--- src/rtl/unidad_control_pkg.sv ---
// Shared types and constants for the control unit: opcodes, FSM states,
// flag bit positions and the datapath control-word layout.
package unidad_control_pkg;

    typedef enum logic [3:0] {
        OP_NOP   = 4'h0,
        OP_ALU   = 4'h1,
        OP_SHIFT = 4'h2,
        OP_LOAD  = 4'h3,
        OP_STORE = 4'h4,
        OP_JMP   = 4'h8,
        OP_BRZ   = 4'h9,
        OP_BRN   = 4'hA,
        OP_BRC   = 4'hB,
        OP_BRV   = 4'hC,
        OP_HALT  = 4'hF
    } opcode_e;

    typedef enum logic [2:0] {
        S_FETCH,
        S_DECODE,
        S_EXEC,
        S_MEMWAIT,
        S_HALT
    } state_e;

    localparam int FLAG_N = 3;
    localparam int FLAG_Z = 2;
    localparam int FLAG_C = 1;
    localparam int FLAG_V = 0;

    localparam int CW_A_LSB = 14;
    localparam int CW_B_LSB = 12;
    localparam int CW_D_LSB = 10;
    localparam int CW_WE    = 9;
    localparam int CW_MB    = 8;
    localparam int CW_G_LSB = 4;
    localparam int CW_H_LSB = 2;
    localparam int CW_MF    = 1;
    localparam int CW_MD    = 0;

    // Field order matches the CW_* positions above, MSB first.
    typedef struct packed {
        logic [1:0] a;
        logic [1:0] b;
        logic [1:0] d;
        logic       we;
        logic       mb_sel;
        logic [3:0] g;
        logic [1:0] h;
        logic       mf_sel;
        logic       md_sel;
    } ctrl_t;

endpackage

--- src/rtl/decodificador_ctrl.sv ---
// Pure combinational map from the instruction register to the datapath
// control word; LOAD leaves we=0 so the FSM can gate it with mem_ready.
module decodificador_ctrl
    import unidad_control_pkg::*;
(
    input  logic [15:0] ir,
    output logic [15:0] ctrl
);

    ctrl_t c;

    always_comb begin
        c = '0;
        case (opcode_e'(ir[15:12]))
            OP_ALU: begin
                c.a      = ir[9:8];
                c.b      = ir[7:6];
                c.d      = ir[11:10];
                c.we     = 1'b1;
                c.mb_sel = ir[1];
                c.g      = ir[5:2];
            end
            OP_SHIFT: begin
                c.a      = ir[9:8];
                c.b      = ir[7:6];
                c.d      = ir[11:10];
                c.we     = 1'b1;
                c.mb_sel = ir[1];
                c.h      = ir[3:2];
                c.mf_sel = 1'b1;
            end
            OP_LOAD: begin
                c.a      = ir[9:8];
                c.d      = ir[11:10];
                c.md_sel = 1'b1;
            end
            OP_STORE: begin
                c.a      = ir[9:8];
                c.b      = ir[7:6];
                c.mb_sel = 1'b1;
            end
            default: ;
        endcase
    end

    assign ctrl = c;

endmodule

--- src/rtl/unidad_control.sv ---
// Multi-cycle control FSM: fetch/decode/execute with a memory wait state,
// program counter, branch flags snapshot and halt.
module unidad_control
    import unidad_control_pkg::*;
#(
    parameter int PC_W = 8
) (
    input  logic            clk,
    input  logic            reset,
    output logic [PC_W-1:0] imem_addr,
    input  logic [15:0]     imem_data,
    input  logic [3:0]      stateBits,
    input  logic            mem_ready,
    output logic            mem_rd,
    output logic            mem_wr,
    output logic [15:0]     ctrl_word,
    output logic            halted
);

    state_e          state;
    logic [PC_W-1:0] pc;
    logic [15:0]     ir;
    logic [3:0]      flags_q;
    logic            upd_flags;
    logic            take_branch;
    logic [15:0]     dec_ctrl;
    opcode_e         op;

    assign op        = opcode_e'(ir[15:12]);
    assign imem_addr = pc;

    decodificador_ctrl u_dec (
        .ir   (ir),
        .ctrl (dec_ctrl)
    );

    always_comb begin
        take_branch = 1'b0;
        case (op)
            OP_JMP: take_branch = 1'b1;
            OP_BRZ: take_branch = flags_q[FLAG_Z];
            OP_BRN: take_branch = flags_q[FLAG_N];
            OP_BRC: take_branch = flags_q[FLAG_C];
            OP_BRV: take_branch = flags_q[FLAG_V];
            default: ;
        endcase
    end

    // Only the LOAD write-enable follows mem_ready directly; everything else is state-decoded.
    always_comb begin
        ctrl_word = 16'h0000;
        if (state == S_EXEC || state == S_MEMWAIT)
            ctrl_word = dec_ctrl;
        if (state == S_MEMWAIT && op == OP_LOAD)
            ctrl_word[CW_WE] = mem_ready;
    end

    always_ff @(posedge clk) begin
        if (reset) begin
            state     <= S_FETCH;
            pc        <= '0;
            ir        <= '0;
            flags_q   <= '0;
            upd_flags <= 1'b0;
            mem_rd    <= 1'b0;
            mem_wr    <= 1'b0;
            halted    <= 1'b0;
        end else begin
            case (state)
                S_FETCH: begin
                    // Datapath flags settle one cycle after an ALU/SHIFT write.
                    if (upd_flags)
                        flags_q <= stateBits;
                    upd_flags <= 1'b0;
                    state     <= S_DECODE;
                end
                S_DECODE: begin
                    ir    <= imem_data;
                    pc    <= pc + PC_W'(1);
                    state <= S_EXEC;
                end
                S_EXEC: begin
                    state <= S_FETCH;
                    case (op)
                        OP_ALU, OP_SHIFT: upd_flags <= 1'b1;
                        OP_LOAD: begin
                            mem_rd <= 1'b1;
                            state  <= S_MEMWAIT;
                        end
                        OP_STORE: begin
                            mem_wr <= 1'b1;
                            state  <= S_MEMWAIT;
                        end
                        OP_HALT: begin
                            halted <= 1'b1;
                            state  <= S_HALT;
                        end
                        default: if (take_branch) pc <= ir[PC_W-1:0];
                    endcase
                end
                S_MEMWAIT: begin
                    if (mem_ready) begin
                        mem_rd <= 1'b0;
                        mem_wr <= 1'b0;
                        state  <= S_FETCH;
                    end
                end
                S_HALT:  state <= S_HALT;
                default: state <= S_FETCH;
            endcase
        end
    end

endmodule

--- config.mk ---
export PLATFORM = sky130hd
export DESIGN_NAME = unidad_control
export DESIGN_NICKNAME = d
export VERILOG_FILES = /design/src/rtl/unidad_control_pkg.sv /design/src/rtl/decodificador_ctrl.sv /design/src/rtl/unidad_control.sv
export SDC_FILE = /design/constraint.sdc
export NUM_CORES = 1
export LEC_CHECK = 0
export ABC_AREA = 1
export CORE_ASPECT_RATIO = 1.4
export CORE_MARGIN = 2
export CORE_UTILIZATION = 30
export CTS_CLUSTER_SIZE = 12
export DETAILED_ROUTE_END_ITERATION = 12
export PLACE_DENSITY_LB_ADDON = 0.1
export SYNTH_ARGS = -nofsm -noshare
export SYNTH_HDL_FRONTEND = slang
export SYNTH_SLANG_ARGS = --single-unit
--- constraint.sdc ---
create_clock -name clk -period 3.05 [get_ports clk]
set_input_delay 0.61 -clock clk [delete_from_list [all_inputs] [get_ports clk]]
set_output_delay 0.61 -clock clk [all_outputs]
set_load 0.005 [all_outputs]
==> flow_summary.rst, run 1 <==
.. list-table::
   :header-rows: 1

   * - Metric
     - Value
   * - Syn Area/Cell
     - 6.57 um2
   * - Worst vdd rail ir drop
     - 0.265 mV
   * - Final hold viol count
     - 0
   * - Floorplan die area
     - 6720 um2
   * - Final net count
     - 349
   * - Min-delay worst type
     - reg2reg
   * - Count of antenna-violating nets left after detailed routing
     - 0
   * - Peak clock frequency supported by timing
     - 0.360 GHz
   * - Num ports
     - 50
   * - Count of max-cap constraint violations
     - 0
   * - Most common cell after layout, fill and taps aside
     - sky130_fd_sc_hd__clkdlybuf4s50_1
   * - Top library cells by usage in the layout, fill and taps aside
     - 49 x sky130_fd_sc_hd__clkdlybuf4s50_1, 48 x sky130_fd_sc_hd__nand2_1, 37 x sky130_fd_sc_hd__nor2_1
   * - Ratio of cells with drive above 1 in the final layout
     - 7.06%
   * - Area after DPL
     - 2360 um2
   * - Iteration-0 DRC Markers
     - 104
   * - Mapped Area
     - 1820 um2
   * - Initial antenna violation count
     - 0
   * - Shortest period the worst path allows
     - 2.78 ns
   * - Share of Yosys cell area claimed by the top area cell type
     - 38.5%
   * - Total power density per cell area
     - 478 nW/um2
   * - First-pass detailed-route iteration total
     - 4
   * - Clock tree root driver cell
     - sky130_fd_sc_hd__clkbuf_8
   * - Relative slew slack
     - 58.3%
   * - Largest stage delay, worst path
     - 0.52 ns
   * - Critical path data arrival time
     - 2.17 ns
   * - Final Max Slew Viols
     - 0
   * - Routability cong.
     - 0.836
   * - Core region area
     - 5860 um2
   * - DRT Wirelength
     - 4.99 mm
   * - Series of cell instances along the critical path
     - inv_1 > nand2_1 > nor2_1 > nand2_1 > nand2_1 > o21ai_1 > a21oi_1 > clkdlybuf4s50_1
   * - Final design instance area without fill
     - 2440 um2
   * - Dpl hpwl
     - 3.77 mm
   * - Clock tree buffer depth
     - 2
   * - Dominant cell type by area after synthesis
     - sky130_fd_sc_hd__dfxtp_1
   * - Area growth from synthesis to final layout
     - 34.2%
   * - Via count
     - 1879
   * - Worst Path Buf+Inv
     - 2
   * - WL per Instance
     - 12.6 um
   * - CTS buffer count
     - 5
   * - Critical Path End Type
     - primary output
   * - Unrepaired setup endpoints after global routing
     - no
   * - Number of input and output port buffers inserted
     - 49
   * - Critical Path Start Type
     - register
   * - Placement Rows
     - 33
   * - Setup Skew
     - 0.00578 ns
   * - Required time at the endpoint of the critical path
     - 2.44 ns
   * - Number of nets in the synthesized netlist
     - 301
   * - Unique cell type count in the Yosys netlist
     - 23
   * - Actual slew at the worst max-slew pin
     - 0.625 ns
   * - Remaining Overflow, GRT
     - 0
   * - Final period utilization
     - 91.1%
   * - Number of storage elements in the synthesis netlist
     - 35
   * - Die width
     - 69.8 um
   * - Synthesized instance count
     - 277
   * - Aggregate negative setup slack
     - 0 ns
   * - CTS tree
     - done
   * - Number of warning messages in the yosys log
     - 0
   * - P_leak
     - 0.982 nW
   * - First-pass GRT wire length
     - 8.36 mm
   * - Total track usage
     - 15.7%
   * - Detailed-route DRC error count
     - 0
   * - Die Y-Extent
     - 96.2 um
   * - Count of clock tree sinks
     - 35
   * - Top cells by area, synth
     - sky130_fd_sc_hd__dfxtp_1 38%, sky130_fd_sc_hd__nand2_1 9.9%, sky130_fd_sc_hd__nand3_1 8.2%
   * - Most Frequent Cell on Critical Path
     - sky130_fd_sc_hd__nand2_1
   * - Hold bufs inserted after CTS
     - 0
   * - Initial standard-cell utilization of the core
     - 31.0%
   * - Gate family responsible for the most delay along the worst path
     - buffers and inverters
   * - Run status
     - finished, final reports clean
   * - Source-to-sink clock delay at the later pin of the worst-skew pair
     - 0.28 ns
   * - Total of cells resized after clock tree synthesis
     - 0
   * - Cell with the largest stage delay on the worst path
     - sky130_fd_sc_hd__clkdlybuf4s50_1
   * - Maximum number of pins on one net before global-route repair
     - 42
   * - Number of global-route vias before repair
     - 1856
   * - Critical Path Fanout Max
     - 4
   * - Sequential fraction of the synthesis area
     - 38.5%
   * - Post-CTS Setup Repair Bufs
     - 0
   * - Type of the worst setup path
     - reg2out
   * - H-tree depth
     - 2
   * - Clock transition at the registers of the reported paths
     - 0.07 ns
   * - Post-DR vias/cell
     - 4.74
   * - Count of endpoints failing setup in the final report
     - 0
   * - Number of antenna repair diodes
     - 0
per-stage QoR:
stage                     power, mW  util (%)  setup slack [ns]  instances  hold slack (ns)
after floorplan               0.744         -              1.40        277            0.424
after global placement        0.856      40.2             0.512        388            0.442
after detailed placement      0.857      40.2             0.559        388            0.447
after CTS                      1.18      41.7             0.248        396            0.459
after global routing           1.25      41.7             0.107        396            0.484
final                          1.17      41.7             0.271        396            0.455
power by group:
group | internal, mW | switching (mW)
Sequential | 0.503 | 0.0360
Combinational | 0.128 | 0.176
Clock | 0.156 | 0.170
Total | 0.787 | 0.381
cell usage after synthesis:
| master | n |
|---|---|
| sky130_fd_sc_hd__nor2_2 | 2 |
| sky130_fd_sc_hd__nor3_4 | 1 |
| sky130_fd_sc_hd__inv_1 | 35 |
| sky130_fd_sc_hd__dfxtp_1 | 35 |
| sky130_fd_sc_hd__nand2_1 | 48 |
| sky130_fd_sc_hd__buf_2 | 4 |
| sky130_fd_sc_hd__or2_2 | 2 |
| sky130_fd_sc_hd__nand4_1 | 3 |
| sky130_fd_sc_hd__inv_2 | 3 |
| sky130_fd_sc_hd__buf_4 | 2 |
| sky130_fd_sc_hd__o21ai_0 | 22 |
| sky130_fd_sc_hd__nor2_4 | 2 |
| sky130_fd_sc_hd__ha_1 | 1 |
| sky130_fd_sc_hd__nor3_2 | 1 |
| sky130_fd_sc_hd__nand2_2 | 2 |
| sky130_fd_sc_hd__clkbuf_2 | 1 |
| sky130_fd_sc_hd__nand3_1 | 30 |
| sky130_fd_sc_hd__nor3_1 | 12 |
| sky130_fd_sc_hd__a21oi_1 | 25 |
| sky130_fd_sc_hd__nand3_4 | 1 |
| sky130_fd_sc_hd__nor2_1 | 37 |
| sky130_fd_sc_hd__clkbuf_1 | 2 |
| sky130_fd_sc_hd__o21ai_1 | 6 |
final timing paths:
path,startpoint,to,slack (ns),cells past startpoint
worst max-delay path,ir[15],ctrl_word[8],0.27,8
worst min-delay path,ir[8],ir[8],0.46,2
worst max register to register,state[0],ir[2],1.58,5
worst min register to register,ir[8],ir[8],0.46,2
area by class of cell:
type,instances,area [um2]
Clock buffer,5,68.8
Clock inverter,3,15.0
Fill cell,651,3420
Inverter,38,143
Multi-Input combinational cell,195,930
Sequential cell,35,701
Tap cell,70,87.6
Timing Repair Buffer,50,498
sequential cells by signal, summed over array words and instances (netlist names):
signal / count
state: 3
flags_q: 4
mem_rd: 1
upd_flags: 1
ir: 16
mem_wr: 1
imem_addr: 8
halted: 1
worst reg2reg max path, cell delays in order, from the launching register on:
cell                      delay, ns
sky130_fd_sc_hd__dfxtp_1       0.39
sky130_fd_sc_hd__inv_1         0.13
sky130_fd_sc_hd__nor3_4        0.20
sky130_fd_sc_hd__inv_2         0.29
sky130_fd_sc_hd__o21ai_0       0.27
sky130_fd_sc_hd__a21oi_1       0.06
routing by layer:
layer / vias up / wire (um) / global-route usage [%]
met1: 843 / 2120 / 17.2
met3: 6 / 171 / 2.93
li1: 989 / - / -
met5: - / 0 / 0
met2: 41 / 2590 / 29.7
met4: 0 / 113 / 6.25
logic make-up after synthesis:
group	share of synthesized area (%)
adders and majority gates	0.687
AOI/OAI and AO/OA	14.6
buffers and inverters	10.4
DFF	38.5
and+or+nand+nor	35.8
Note: power is estimated with default switching activity, not from simulation.
==> run 2: changes to the inputs <==
Settings changed: CAP_MARGIN from default to 0, GPL_TIMING_DRIVEN from default to 0.
==> run 2 against run 1 <==
  * Wire length up 2.3%
  * Worst setup slack improved by 0.028 ns
  * Clock power is 4% lower
  * Sequential share of layout area decreased by 0.22 points
  * Power fell by 0.12%
  * Die area is the same
  * Largest cell class unchanged
==> flow_summary.rst, run 2 (synthesis gave the netlist of run 1 again) <==
.. list-table::
   :header-rows: 1

   * - Metric
     - Value
   * - Run status
     - finished, final reports clean
   * - Count of endpoints failing setup in the final report
     - 0
   * - Total power density per cell area
     - 474 nW/um2
   * - Setup Skew
     - 0.00740 ns
   * - Cell with the largest stage delay on the worst path
     - sky130_fd_sc_hd__clkdlybuf4s50_1
   * - Routability cong.
     - 0.821
   * - CTS buffer count
     - 5
   * - Die width
     - 69.8 um
   * - Num ports
     - 50
   * - Clock transition at the registers of the reported paths
     - 0.07 ns
   * - Worst Path Buf+Inv
     - 3
   * - CTS tree
     - done
   * - Total area of sequential cells
     - 701 um2
   * - Actual slew at the worst max-slew pin
     - 0.470 ns
   * - Min-delay worst type
     - reg2reg
   * - Iteration-0 DRC Markers
     - 60
   * - First-pass GRT wire length
     - 8.42 mm
   * - Final hold viol count
     - 0
   * - Post-CTS Setup Repair Bufs
     - 0
   * - Detailed-route DRC error count
     - 0
   * - Final period utilization
     - 90.2%
   * - Series of cell instances along the critical path
     - inv_1 > nand2_2 > nor3_2 > inv_1 > nand2_1 > o21ai_1 > a21oi_1 > clkdlybuf4s50_1
   * - Final design instance area without fill
     - 2460 um2
   * - Top library cells by usage in the layout, fill and taps aside
     - 48 x sky130_fd_sc_hd__nand2_1, 48 x sky130_fd_sc_hd__clkdlybuf4s50_1, 37 x sky130_fd_sc_hd__nor2_1
   * - Clock tree buffer depth
     - 2
   * - Initial antenna violation count
     - 0
   * - P_leak
     - 0.991 nW
   * - Reg2Reg Launch Point
     - state[0]
   * - Dpl hpwl
     - 4.00 mm
   * - Area growth from synthesis to final layout
     - 35.2%
   * - Type of the worst setup path
     - reg2out
   * - Required time at the endpoint of the critical path
     - 2.44 ns
   * - Via count
     - 1904
   * - Die Y-Extent
     - 96.2 um
   * - Count of antenna-violating nets left after detailed routing
     - 0
   * - Worst setup slack before clock tree synthesis
     - 0.534 ns
   * - Relative slew slack
     - 68.6%
   * - Critical Path Start Type
     - register
   * - Total area of multi-input combinational cells
     - 930 um2
   * - Critical Path End Type
     - primary output
   * - Maximum number of pins on one net before global-route repair
     - 11
   * - WL per Instance
     - 12.7 um
   * - Number of global-route vias before repair
     - 1798
   * - Largest register by flop count
     - ir
   * - Source-to-sink clock delay at the later pin of the worst-skew pair
     - 0.29 ns
   * - Post-layout power
     - 1.17 mW
   * - Shortest period the worst path allows
     - 2.75 ns
   * - Post-DR vias/cell
     - 4.75
   * - Beginning of the critical path
     - ir[13]
   * - Clock tree root driver cell
     - sky130_fd_sc_hd__clkbuf_8
   * - Critical path data arrival time
     - 2.14 ns
   * - Final Max Slew Viols
     - 0
   * - Number of input and output port buffers inserted
     - 48
   * - R2R Setup Slk
     - 1.68 ns
   * - Unrepaired setup endpoints after global routing
     - no
   * - Placement Rows
     - 33
   * - Ratio of cells with drive above 1 in the final layout
     - 7.85%
   * - Count of clock tree sinks
     - 35
   * - Layout fillers
     - 667
   * - Flip-flop count of the largest register after layout
     - 16
   * - Critical Path Fanout Max
     - 5
   * - Count of max-cap constraint violations
     - 0
   * - Aggregate negative setup slack
     - 0 ns
   * - Core region area
     - 5860 um2
   * - Initial standard-cell utilization of the core
     - 31.0%
   * - Floorplan die area
     - 6720 um2
   * - DRT Wirelength
     - 5.11 mm
   * - Peak clock frequency supported by timing
     - 0.363 GHz
   * - Total track usage
     - 16.0%
   * - Remaining Overflow, GRT
     - 0
   * - Most Frequent Cell on Critical Path
     - sky130_fd_sc_hd__inv_1
   * - Total of cells resized after clock tree synthesis
     - 0
   * - Startpoint of the worst hold path
     - ir[0]
   * - Share of the core filled with cells
     - 42.0%
   * - Number of antenna repair diodes
     - 0
   * - Gate family responsible for the most delay along the worst path
     - buffers and inverters
   * - Area after DPL
     - 2390 um2
   * - Hold bufs inserted after CTS
     - 0
   * - H-tree depth
     - 2
   * - Final net count
     - 356
   * - First-pass detailed-route iteration total
     - 4
   * - Minimum setup slack in the final design
     - 0.299 ns
   * - Worst vdd rail ir drop
     - 0.191 mV
   * - Largest stage delay, worst path
     - 0.51 ns
run 2: area by class of cell:
class	count	share of cell area [%]
Buffer	9	1.93
Clock buffer	6	2.95
Inverter	38	5.80
Multi-Input combinational cell	195	37.8
Sequential cell	35	28.5
Tap cell	70	3.56
Timing Repair Buffer	48	19.5
run 2: per-stage QoR:
stage | hold WS, ns | std cells
3_5_place_dp | 0.446 | 395
5_1_grt | 0.470 | 401
3_3_place_gp | 0.441 | 395
6_report | 0.455 | 401
2_1_floorplan | 0.424 | 277
4_1_cts | 0.456 | 401
run 2: path summary, 6_finish.rpt:
check	cells after the start	endpoint
hold reg to reg	2	ir[0]
setup / recovery	8	ctrl_word[8]
setup reg to reg	6	ir[11]
hold / removal	2	ir[0]
run 2: worst register-to-register path, cell delays in order, from the launching register on:
cell	delay [ns]
sky130_fd_sc_hd__dfxtp_1	0.40
sky130_fd_sc_hd__inv_1	0.14
sky130_fd_sc_hd__nor3_4	0.20
sky130_fd_sc_hd__inv_2	0.09
sky130_fd_sc_hd__clkbuf_2	0.20
sky130_fd_sc_hd__o21ai_0	0.19
sky130_fd_sc_hd__a21oi_1	0.05
run 2: power breakdown:
part,leakage (nW),switching [mW],internal (mW)
clock network,0.0371,0.161,0.152
registers,0.287,0.0359,0.503
logic,0.666,0.179,0.135
run 2: layer usage:
layer  global-route usage (%)  vias up  share of wire, %
li1                         -     1007                 -
met2                     28.7       33                52
met1                     19.0      858                44
met5                        0        -                 0
met3                     3.25        6               2.9
met4                     5.61        0               1.4
==> run 3: changes to the inputs <==
Settings changed: SLEW_MARGIN from default to 20.
==> results of run 3 <==
The final DEF is identical to that of run 2; final timing and power are the same.
